<file path="src/rtl/clock_step_controller.sv">
// clock_step_controller: run / halt / single-step clock-enable generator
// with a power-of-two period that only changes on period boundaries.
module clock_step_controller #(
    parameter int CNT_W    = 16,
    parameter int CE_CNT_W = 32
) (
    input  logic                in_clk,
    input  logic                rst_n,
    input  logic                run_req,
    input  logic                step_req,
    input  logic [15:0]         divider_factor,
    input  logic                factor_load,
    output logic                cpu_ce,
    output logic                step_done,
    output logic [1:0]          state,
    output logic [3:0]          active_factor,
    output logic [CE_CNT_W-1:0] ce_count
);
    localparam int MAX_F = (CNT_W - 1 > 15) ? 15 : CNT_W - 1;

    typedef enum logic [1:0] {
        S_HALT  = 2'b00,
        S_RUN   = 2'b01,
        S_STEP  = 2'b10,
        S_DRAIN = 2'b11
    } state_t;

    state_t              r_state;
    logic [CNT_W-1:0]    r_cnt;
    logic [3:0]          r_pending;
    logic [3:0]          r_active;
    logic [CE_CNT_W-1:0] r_ce_count;

    logic                w_busy;
    logic                w_last;
    logic                w_ce;
    logic [CNT_W-1:0]    w_last_cnt;
    logic [CNT_W-1:0]    w_cnt_next;
    logic [3:0]          w_load_val;
    logic [3:0]          w_next_pending;

    assign w_load_val     = (divider_factor > 16'(MAX_F)) ? 4'(MAX_F)
                                                          : divider_factor[3:0];
    assign w_next_pending = factor_load ? w_load_val : r_pending;

    // Terminal count of the current period: 2^active - 1.
    assign w_last_cnt = (CNT_W'(1) << r_active) - CNT_W'(1);
    assign w_busy     = (r_state != S_HALT);
    assign w_last     = (r_cnt == w_last_cnt);
    assign w_ce       = w_busy && w_last;
    assign w_cnt_next = w_last ? '0 : r_cnt + CNT_W'(1);

    always_ff @(posedge in_clk) begin
        if (!rst_n) begin
            r_state    <= S_HALT;
            r_cnt      <= '0;
            r_pending  <= '0;
            r_active   <= '0;
            r_ce_count <= '0;
        end else begin
            r_pending <= w_next_pending;
            // A fresh load on a boundary cycle takes effect at that boundary.
            if (r_state == S_HALT || w_ce)
                r_active <= w_next_pending;
            if (w_ce)
                r_ce_count <= r_ce_count + CE_CNT_W'(1);

            unique case (r_state)
                S_HALT: begin
                    r_cnt <= '0;
                    if (run_req)
                        r_state <= S_RUN;
                    else if (step_req)
                        r_state <= S_STEP;
                end
                S_RUN: begin
                    r_cnt <= w_cnt_next;
                    if (!run_req)
                        r_state <= w_last ? S_HALT : S_DRAIN;
                end
                S_STEP: begin
                    r_cnt <= w_cnt_next;
                    if (w_last)
                        r_state <= S_HALT;
                end
                S_DRAIN: begin
                    r_cnt <= w_cnt_next;
                    if (run_req)
                        r_state <= S_RUN;
                    else if (w_last)
                        r_state <= S_HALT;
                end
            endcase
        end
    end

    assign cpu_ce        = w_ce;
    assign step_done     = w_ce && (r_state == S_STEP);
    assign state         = r_state;
    assign active_factor = r_active;
    assign ce_count      = r_ce_count;

endmodule

</file>
<file path="config.mk">
export PLATFORM = sky130hd
export DESIGN_NAME = clock_step_controller
export DESIGN_NICKNAME = d
export VERILOG_FILES = /design/src/rtl/clock_step_controller.sv
export SDC_FILE = /design/constraint.sdc
export NUM_CORES = 1
export LEC_CHECK = 0
export ABC_AREA = 1
export BUFFER_PORTS_ARGS = -buffer_cell sky130_fd_sc_hd__buf_2
export CORE_MARGIN = 2
export CORE_UTILIZATION = 60
export DETAILED_ROUTE_END_ITERATION = 10
export PLACE_DENSITY = 0.9
export SYNTH_ARGS = -nofsm -noshare
export SYNTH_HDL_FRONTEND = slang
export SYNTH_SLANG_ARGS = --single-unit
</file>
<file path="constraint.sdc">
create_clock -name in_clk -period 5.35 [get_ports in_clk]
set_clock_uncertainty 0.15 [all_clocks]
set_input_delay 0.2675 -clock in_clk [delete_from_list [all_inputs] [get_ports in_clk]]
set_output_delay 0.2675 -clock in_clk [all_outputs]
set_load 0.01 [all_outputs]
</file>
==> results of run 1 <==
==> power groups by stage <==
stage | sequential (µW) | combinational [µW] | clock (µW)
2_1_floorplan | 461 | 152 | 0
3_3_place_gp | 469 | 185 | 0
3_5_place_dp | 470 | 186 | 0
4_1_cts | 460 | 187 | 450
5_1_grt | 462 | 215 | 476
6_report | 461 | 190 | 448
==> stage by stage <==
| stage | util [%] | setup slack [ns] | power (µW) |
|---|---|---|---|
| 3_3_place_gp | 67.5 | 2.00 | 654 |
| 2_1_floorplan | - | 3.03 | 612 |
| 3_5_place_dp | 67.5 | 1.93 | 657 |
| 6_report | 71.3 | 1.84 | 1100 |
| 5_1_grt | 71.3 | 1.50 | 1150 |
| 4_1_cts | 71.3 | 1.90 | 1100 |
==> layout make-up <==
cell class,instances,share of cell area (%)
Sequential cell,58,27.4
Multi-Input combinational cell,461,53.0
Tap cell,75,2.21
Clock inverter,1,0.708
Timing Repair Buffer,61,7.25
Inverter,55,4.89
Clock buffer,14,4.54
==> worst max-delay path, cell delays in order, from the launching register on <==
cell,delay [ns]
dfxtp_1,0.49
nor2_4,0.29
nand2_1,0.10
ha_1,0.27
inv_1,0.13
nand2_1,0.06
nand2_1,0.06
nand2_1,0.05
nand2_1,0.08
nand2_1,0.05
nor2_1,0.15
inv_1,0.06
nor2_1,0.10
nand3_1,0.87
nand2_1,0.31
a21oi_1,0.10
==> state kept, by name, summed over array words and instances, names as in the netlist <==
name and count:
ce_count 32, active_factor 4, state 2, r_pending 4, r_cnt 16
==> metal layers <==
layer	up-vias	wire length, µm
met5	-	0
met4	0	199
met3	21	710
met2	178	4780
met1	1821	4520
li1	2014	-
==> cells by family after synthesis <==
family | count (synthesis)
xor+xnor | 35
compound gates | 55
simple gates | 368
buf+inv | 73
flops | 58
fa+ha+maj | 3
==> worst paths after layout <==
kind | start | to | slack, ns
setup / recovery | active_factor[3]$_SDFFE_PN0P_ | ce_count[10]$_SDFFE_PN0P_ | 1.84
hold / removal | rst_n | r_pending[3]$_SDFF_PN0_ | 0.07
setup reg to reg | active_factor[3]$_SDFFE_PN0P_ | ce_count[10]$_SDFFE_PN0P_ | 1.84
hold reg to reg | r_cnt[0]$_SDFF_PP0_ | r_cnt[0]$_SDFF_PP0_ | 0.33
==> placed cells by master, fill, tap and decap left out, drive strengths merged <==
cell / synthesis / layout
clkinv: 3 / 3
ha: 3 / 3
a21o: 1 / 1
nand2: 172 / 172
o21ai: 8 / 8
xnor2: 11 / 11
nor3: 21 / 21
nand4: 10 / 10
nor4: 2 / 2
dfxtp: 58 / 58
xor2: 24 / 24
a21oi: 46 / 46
bufinv: 0 / 1
clkbuf: 4 / 14
inv: 52 / 52
nor3b: 3 / 3
nand3: 70 / 70
nand3b: 6 / 6
and2: 1 / 1
nor2: 79 / 79
buf: 14 / 61
or2: 3 / 3
nand2b: 1 / 1
==> metrics.md, run 1 <==
| Metric | Value |
|---|---|
| Status | finished clean |
| Met3 Usage GRT | 7.55% |
| Fin crit period | 3.51 ns |
| Worst-path clk slew | 0.06 ns |
| Vias in the first global route | 3688 |
| Antenna-violating nets left | 0 |
| Die area | 6880 µm² |
| GRT met1 Usage | 39.8% |
| Iteration-0 DRC Markers | 349 |
| Peak Freq | 0.285 GHz |
| Power Internal | 781 µW |
| HP Class | in2reg |
| Share of flip-flops with an asynchronous set or reset | 0% |
| GR peak layer | met2 |
| Cells after synthesis | 592 |
| DP Area | 4020 µm² |
| GPL Wtd Cong | 0.985 |
| Clock power share | 40.8% |
| EDFF count, synth | 0 |
| Area of the multi-input gates | 2250 µm² |
| Post-synthesis simple-gate area fraction | 43.6% |
| Slew of the pin with the lowest slew margin | 1.23 ns |
| Post-route DRC | 0 |
| VDD IR max | 0.209 mV |
| Die width | 82.9 µm |
| Comb power frac | 17.3% |
| Grt met2 use | 48.8% |
| Cts bufs inserted | 9 |
| Placed Cells | 710 |
| Boundary pin count | 61 |
| Layout cells sized above 1 | 14.9% |
| Synth Cell Area | 3740 µm² |
| # rows | 28 |
| Synth Area in XOR/XNOR | 8.20% |
| First-pass GRT wire length | 17300 µm |
| Net Sw Power | 318 µW |
| Fill cells | 532 |
| Final hold slack | 0.0747 ns |
| CTS sink count | 58 |
| Largest family of logic cells by synthesized area | simple AND/OR/NAND/NOR gates |
| Final Max Tran Viols | 0 |
| Hold Path Depth | 3 |
| Post-synth top area share | 31.1% |
| FF-to-FF path depth | 15 |
| FF+latch area | 1160 µm² |
| Synth Flop Type | dfxtp_1 |
| Final Setup Violations | 0 |
| CTS tree | yes |
| Die H | 82.9 µm |
| Largest cells by area after synthesis | dfxtp_1 (31%), nand2_1 (17%), nand3_1 (9.1%) |
| CP Max Fanout | 31 |
| Initial antenna violation count | 0 |
| Post-CTS Setup Repair Bufs | 0 |
| Nets | 670 |
| Final instance area | 4240 µm² |
| PortBufs | 60 |
| Max cap viols | 0 |
| Final TNS setup | 0 ns |
| Critical path class | reg2reg |
| Crit path DAT | 3.55 ns |
| Final WL | 10200 µm |
| Avg Inst Size Synth | 6.31 µm² |
| Routed len/inst | 14.1 µm |
| Dpl hpwl | 7480 µm |
| Post-CTS sizing | 0 |
| RSZ-0062 raised after global routing | false |
| CP startpoint kind | register |
| 1st-pass router iterations | 5 |
| Capturing element type of the critical path | register |
| Via count | 4034 |
| Post-synth cell types | 33 |
| GRT Util Overall | 30.4% |
| Synth area leader | dfxtp_1 |
| Lkg Pwr | 0.00184 µW |
| Initial Util | 62.8% |
| Count leader, synth | nand2_1 |
| Largest net degree at the start of global routing | 38 |
| #FFs+latches synth | 58 |
| Compound-Gate Fraction of Synth Area | 7.43% |
| Fin cells | 725 |
| Vias per cell | 5.56 |
| Flop pwr share | 41.9% |
| WP data required | 5.38 ns |
| CTS max path bufs | 2 |
| Hold-fix buffers, CTS | 0 |
| Total of warnings raised by yosys | 0 |
| Worst rel slew slack | 18.0% |
| Register area share after synthesis | 31.1% |
| Htree depth | 3 |
| Post-synthesis adder-cell area fraction | 1.00% |
| Worst skew pair latency | 0.34 ns |
| Most instantiated cells after synthesis | nand2_1 (169), nor2_1 (71), nand3_1 (68), dfxtp_1 (58), inv_1 (47) |
| Final Hold Viols | 0 |
| Ant diodes | 0 |
| Total gr overflow | 0 |
| Post-Syn Nets | 616 |
| Switching portion of total power | 28.9% |
| Fin crit share | 65.7% |
| Core area | 5960 µm² |
| Clk root buf | clkbuf_8 |
| Area grow syn2layout | 13.6% |
| Power Dens Cells | 259 nW/µm² |
| Multiplexer share of the synthesized area | 0% |
Power figures use the tool's default switching activity.
==> run 2: changes to the inputs <==
- ABC_AREA: 1 -> 0
- CORE_UTILIZATION: 60 -> 55
- PLACE_DENSITY: 0.9 -> 0.85
- clock period: 5.35 -> 3.3 ns (I/O delays scaled with it)
==> run 2 against run 1 <==
  * Final area shrank 7.7%
  * Die area decreased by 7.5%
  * Core utilization fell by 0.55 points
  * Highest routed layer unchanged
==> metrics.md, run 2 <==
| Metric | Value |
|---|---|
| Capturing element type of the critical path | register |
| VDD IR max | 0.417 mV (+99%) |
| Post-synth top area share | 36.8% (+5.7 points) |
| CTS tree | yes |
| CP startpoint kind | register |
| Vias per cell | 6.08 (+9.2%) |
| Count leader, synth | dfxtp_1 |
| Power Dens Cells | 409 nW/µm² (+58%) |
| Final Max Tran Viols | 0 (unchanged) |
| PortBufs | 60 (unchanged) |
| Clk root buf | clkbuf_8 |
| Dpl hpwl | 5040 µm (-33%) |
| Crit path to | ce_count[25]$_SDFFE_PN0P_ |
| Critical path class | reg2reg |
| Final TNS setup | 0 ns (unchanged) |
| Max reg flops | 32 (unchanged) |
| Peak Freq | 0.307 GHz (+7.8%) |
| Reg2reg setup slack | 0.04 ns (-1.79 ns) |
| Fin crit period | 3.26 ns (-0.256 ns) |
| HP Class | in2reg |
| Post-synth cell types | 56 (+70%) |
| Initial antenna violation count | 0 (unchanged) |
| Final Setup Violations | 0 (unchanged) |
| WP data required | 3.33 ns (-2.05 ns) |
| Synth area leader | dfxtp_1 |
| Layout cells sized above 1 | 27.5% (+13 points) |
| Register area share after synthesis | 36.8% (+5.7 points) |
| Worst-path clk slew | 0.07 ns (about the same) |
| Vias in the first global route | 2918 (-21%) |
| GPL Wtd Cong | 0.792 (-20%) |
| Area of the multi-input gates | 1900 µm² (-16%) |
| Fill cells | 425 (-20%) |
| Synth Flop Type | dfxtp_1 |
| Final setup margin | 0.0414 ns (-1.79 ns) |
| Final Core Density | 70.7% (-0.55 points) |
| Fin crit share | 98.7% (+33 points) |
| CP Max Fanout | 7 (-77%) |
| GRT Util Overall | 25.4% (-5.1 points) |
| Slew of the pin with the lowest slew margin | 1.03 ns (-0.194 ns) |
| Initial Util | 57.0% (-5.8 points) |
| CTS max path bufs | 2 (unchanged) |
| Pre-CTS setup slack | -0.0136 ns (-1.94 ns) |
| Area grow syn2layout | 24.0% |
| # rows | 27 (-3.6%) |
| Htree depth | 3 (unchanged) |
| RSZ-0062 raised after global routing | true |
| Worst skew pair latency | 0.34 ns (about the same) |
| Final hold slack | 0.0245 ns (-0.0502 ns) |
| EDFF count, synth | 0 (unchanged) |
| Total of warnings raised by yosys | 0 (unchanged) |
| Most frequent cells in the layout | buf_2 (60), dfxtp_1 (54), o21ai_0 (30) |
| CTS sink count | 58 (unchanged) |
| Antenna-violating nets left | 0 (unchanged) |
| 1st-pass router iterations | 4 (-1) |
| Share of flip-flops with an asynchronous set or reset | 0% (unchanged) |
| CP startpoint | active_factor[2]$_SDFFE_PN0P_ |
| Most instantiated cells after synthesis | dfxtp_1 (58), a21oi_1 (31), o21ai_0 (31), nor2_1 (29), nand2_1 (27) |
| Crit path DAT | 3.29 ns (-0.26 ns) |
| Post-route DRC | 0 (unchanged) |
| Largest cells by area after synthesis | dfxtp_1 (37%), a21oi_1 (4.9%), o21ai_0 (4.9%) |
| Ant diodes | 0 (unchanged) |
| Worst R2R End | ce_count[25]$_SDFFE_PN0P_ |
| Synth Cell Area | 3160 µm² (-16%) |
| Lkg Pwr | 0.00152 µW (-17%) |
| Die area | 6360 µm² (-7.5%) |
| Post-Syn Nets | 414 (-33%) |
| Die width | 79.8 µm (-3.8%) |
| Iteration-0 DRC Markers | 172 (-51%) |
| Avg Inst Size Synth | 8.10 µm² (+28%) |
| Final Hold Viols | 0 (unchanged) |
| First-pass GRT wire length | 12900 µm (-25%) |
| Nets | 481 (-28%) |
| Boundary pin count | 61 (unchanged) |
| Routed len/inst | 15.0 µm (+6.8%) |
| FF+latch area | 1170 µm² (+0.43%) |
| #FFs+latches synth | 58 (unchanged) |
| Cells after synthesis | 390 (-34%) |
| Via count | 3246 (-20%) |
| Total gr overflow | 0 (unchanged) |
| Max cap viols | 0 (unchanged) |
| Core area | 5540 µm² (-7.0%) |
| FF-to-FF path depth | 13 (-2) |
| Largest net degree at the start of global routing | 31 (-18%) |
| Cts bufs inserted | 9 (unchanged) |
| Die H | 79.8 µm (-3.8%) |
| Worst rel slew slack | 31.1% (+13 points) |
| Status | finished clean |
| Worst Min Path Start | factor_load |
| Most common cell after layout, fill and taps aside | buf_2 |
| Reg-to-reg startpoint | active_factor[2]$_SDFFE_PN0P_ |
| Final WL | 8030 µm (-21%) |
run 2: changes by cell type in the layout (fill, tap and decap cells not counted), sizes merged, moves of 14 or more:
cell	change
a21oi	-15
or3	+15
o21ai	+23
nand2	-145
nor3	-15
buf	+16
and3	+14
inv	-39
nand3	-51
nor2	-50
run 2: how the worst min path moves through the flow:
stage | endpoint | slack [ns] | cells past startpoint
after floorplan | state[0]$_SDFFE_PN0P_ | 0.16 | 2
after global placement | state[0]$_SDFFE_PN0P_ | 0.30 | 3
after detailed placement | r_pending[2]$_SDFF_PN0_ | 0.30 | 2
after CTS | r_pending[2]$_SDFF_PN0_ | 0.01 | 2
after global routing | r_pending[2]$_SDFF_PN0_ | 0.05 | 2
final | r_pending[2]$_SDFF_PN0_ | 0.02 | 2
run 2: logic make-up (layout without fill, tap and decap cells):
| logic type | count (synthesis) | count (layout) | synth area share (%) |
|---|---|---|---|
| and+or+nand+nor | 169 | 169 | 30.6 |
| AOI/OAI and AO/OA | 96 | 96 | 19.4 |
| DFF | 58 | 58 | 36.8 |
| buffers and inverters | 41 | 113 | 5.55 |
| xor gates and xnor gates | 21 | 21 | 5.82 |
| adders and majority gates | 3 | 3 | 1.19 |
| muxes | 2 | 2 | 0.634 |
run 2: cell type report:
cell class,count,area share [%]
Sequential cell,58,29.8
Clock inverter,6,0.830
Multi-Input combinational cell,291,48.5
Clock buffer,10,3.51
Tap cell,72,2.30
Timing Repair Buffer,83,13.4
Inverter,14,1.66
run 2: what timing repair did:
item | 4_1_cts | 5_1_grt
pin swaps | 1 | 11
setup buffers | 2 | 3
gates cloned | 0 | 2
hold buffers | 5 | 0
setup endpoints to repair | 29 | 20
gates resized for setup | 4 | 25
endpoints found under the hold margin | 5 | 0
run 2: power by group:
part           internal [µW]  switching (µW)
clock network            286             294
logic                    132             158
registers                717            15.5
run 2: routing by layer:
metal | track usage [%] | part of all wire [%]
met1 | 33.4 | 44
met2 | 40.8 | 49
met3 | 4.07 | 5.5
met4 | 11.7 | 1.6
met5 | 0 | 0
run 2: worst max-delay path, cell delays in order (launching register included):
cell       delay (ns)
dfxtp_2          0.33
nor2_4           0.11
nand3b_1         0.11
ha_2             0.23
buf_6            0.13
or4b_4           0.47
a21oi_2          0.14
nor4b_2          0.06
a311oi_2         0.42
nand4_4          0.16
buf_4            0.18
clkbuf_16        0.14
o31ai_1          0.36
a21oi_2          0.09
run 2: metrics by stage:
stage	std cells	instance area, µm²	power (µW)
floorplan	390	3170	937
global placement	506	3510	984
detailed placement	506	3510	992
CTS	529	3780	1570
global route	534	3920	1660
finish	534	3920	1600
==> run 3: changes to the inputs <==
- clock period: 3.3 -> 3.55 ns (I/O delays scaled with it)
==> run 3 against run 2 <==
  * Clock power down 14%
  * Sequential power down 7.5%
  * Global-route usage down 1.3 points
  * Final area down 3.5%
  * Routed wire length down 1.4%
  * Total power down 9.6%
  * Hold slack better by 0.025 ns
  * Largest power group unchanged
==> metrics.md, run 3 (same netlist as run 2, synthesis figures left out) <==
| Metric | Value |
|---|---|
| Largest net degree at the start of global routing | 31 (unchanged) |
| Worst rel slew slack | 38.0% (+6.9 points) |
| Initial antenna violation count | 0 (unchanged) |
| GPL Wtd Cong | 0.823 (+3.9%) |
| Initial Util | 57.0% (unchanged) |
| Final instance area | 3780 µm² (-3.5%) |
| Most common cell after layout, fill and taps aside | buf_2 |
| Crit path DAT | 2.98 ns (-0.31 ns) |
| RSZ-0062 raised after global routing | false |
| DP Area | 3490 µm² (-0.43%) |
| Final WL | 7920 µm (-1.4%) |
| CTS max path bufs | 2 (unchanged) |
| Max cap viols | 0 (unchanged) |
| Total power | 1450 µW (-9.6%) |
| Lkg Pwr | 0.00147 µW (-3.2%) |
| Die H | 79.8 µm (unchanged) |
| Switching portion of total power | 29.1% (-0.052 points) |
| Slew of the pin with the lowest slew margin | 0.929 ns (-0.103 ns) |
| FF-to-FF path depth | 11 (-2) |
| Critical path class | reg2out |
| PortBufs | 60 (unchanged) |
| Total gr overflow | 0 (unchanged) |
| Vias per cell | 6.08 (about the same) |
| CTS tree | yes |
| Flop pwr share | 46.8% (+1.1 points) |
| CTS sink count | 58 (unchanged) |
| GRT Util Overall | 24.1% (-1.3 points) |
| WP data required | 3.22 ns (-0.11 ns) |
| CP startpoint kind | register |
| Final Core Density | 68.2% (-2.5 points) |
| VDD IR max | 0.301 mV (-28%) |
| Capturing element type of the critical path | output pin |
| Clk root buf | clkbuf_8 |
| Via count | 3218 (-0.86%) |
| Final Setup Violations | 0 (unchanged) |
| Die area | 6360 µm² (unchanged) |
| Comb power frac | 18.7% (+0.6 points) |
| Iteration-0 DRC Markers | 132 (-23%) |
| Power Internal | 1030 µW (-9.6%) |
| Most frequent cells in the layout | buf_2 (60), dfxtp_1 (58), o21ai_0 (31), a21oi_1 (31), nor2_1 (29) |
| Final Max Tran Viols | 0 (unchanged) |
| Fin crit period | 3.31 ns |
| Final TNS setup | 0 ns (unchanged) |
| Vias in the first global route | 2724 (-6.6%) |
| Max reg flops | 32 (unchanged) |
| Layout cells sized above 1 | 21.9% (-5.6 points) |
| Core area | 5540 µm² (unchanged) |
| Antenna-violating nets left | 0 (unchanged) |
| HP Class | in2reg |
| Ant diodes | 0 (unchanged) |
| Worst skew pair latency | 0.34 ns (about the same) |
| Nets | 477 (-0.83%) |
| Boundary pin count | 61 (unchanged) |
| Status | finished clean |
| Hold Path Depth | 2 (unchanged) |
| Peak Freq | 0.302 GHz |
| # rows | 27 (unchanged) |
| Cts bufs inserted | 9 (unchanged) |
| Clock power share | 34.5% (-1.7 points) |
| CP Max Fanout | 18 (+11) |
| Power Dens Cells | 383 nW/µm² (-6.4%) |
| 1st-pass router iterations | 5 (+1) |
| Net Sw Power | 422 µW (-9.8%) |
| Dpl hpwl | 5070 µm (+0.54%) |
| Area grow syn2layout | 19.7% |
| Die width | 79.8 µm (unchanged) |
| Post-route DRC | 0 (unchanged) |
| Final Hold Viols | 0 (unchanged) |
| Fin crit share | 93.3% |
| Worst-path clk slew | 0.06 ns (about the same) |
| Htree depth | 3 (unchanged) |
| First-pass GRT wire length | 12100 µm (-6.7%) |
| Routed len/inst | 15.0 µm (-0.45%) |
run 3: cell type report:
| class | instances | area [µm²] |
|---|---|---|
| Clock buffer | 11 | 131 |
| Clock inverter | 4 | 20.0 |
| Fill cell | 456 | 1760 |
| Inverter | 14 | 57.6 |
| Multi-Input combinational cell | 293 | 1880 |
| Sequential cell | 58 | 1160 |
| Tap cell | 72 | 90.1 |
| Timing Repair Buffer | 77 | 440 |
run 3: power groups by stage:
stage / registers [µW] / logic [µW] / clock network (µW)
after floorplan: 697 / 170 / 0
after global placement: 691 / 227 / 0
after detailed placement: 692 / 235 / 0
after CTS: 677 / 243 / 506
after global routing: 680 / 296 / 534
final: 678 / 270 / 500
run 3: path summary, 6_finish.rpt:
check | start | end | slack (ns)
max | active_factor[0]$_SDFFE_PN0P_ | cpu_ce | 0.24
max reg2reg | active_factor[0]$_SDFFE_PN0P_ | ce_count[14]$_SDFFE_PN0P_ | 0.30
min | factor_load | r_pending[2]$_SDFF_PN0_ | 0.05
min reg2reg | ce_count[16]$_SDFFE_PN0P_ | ce_count[16]$_SDFFE_PN0P_ | 0.33
run 3: what timing repair did:
action	4_1_cts	5_1_grt
resized for setup	2	4
cloned	0	2
buffers inserted	0	3
pin swaps	0	2
setup endpoints to repair	2	3
hold buffers	5	0
hold endpoints to repair	5	0
run 3: worst max-delay path: stages, from the launching register on:
cell	delay (ns)
dfxtp_1	0.40
nor2_1	0.07
nand2_1	0.07
ha_1	0.22
or4b_2	0.63
o21ai_0	0.14
xor2_1	0.16
a311oi_4	0.34
nand4_4	0.25
inv_6	0.24
buf_2	0.16
run 3: layer usage:
layer / track usage [%] / vias to the layer above / wire, µm / part of all wire, %
met5: 0 / - / 0 / 0
met4: 9.83 / 0 / 105 / 1.3
met3: 6.22 / 13 / 625 / 7.9
met2: 39.4 / 150 / 3780 / 48
met1: 30.2 / 1494 / 3410 / 43
li1: - / 1561 / - / -
run 3: through the flow:
stage          hold slack (ns)  std cells  setup WS, ns
6_report                0.0495        529         0.238
3_3_place_gp             0.315        504         0.252
3_5_place_dp             0.318        504        0.0653
4_1_cts                 0.0393        524        0.0403
2_1_floorplan            0.177        390         0.144
5_1_grt                 0.0538        529        0.0296
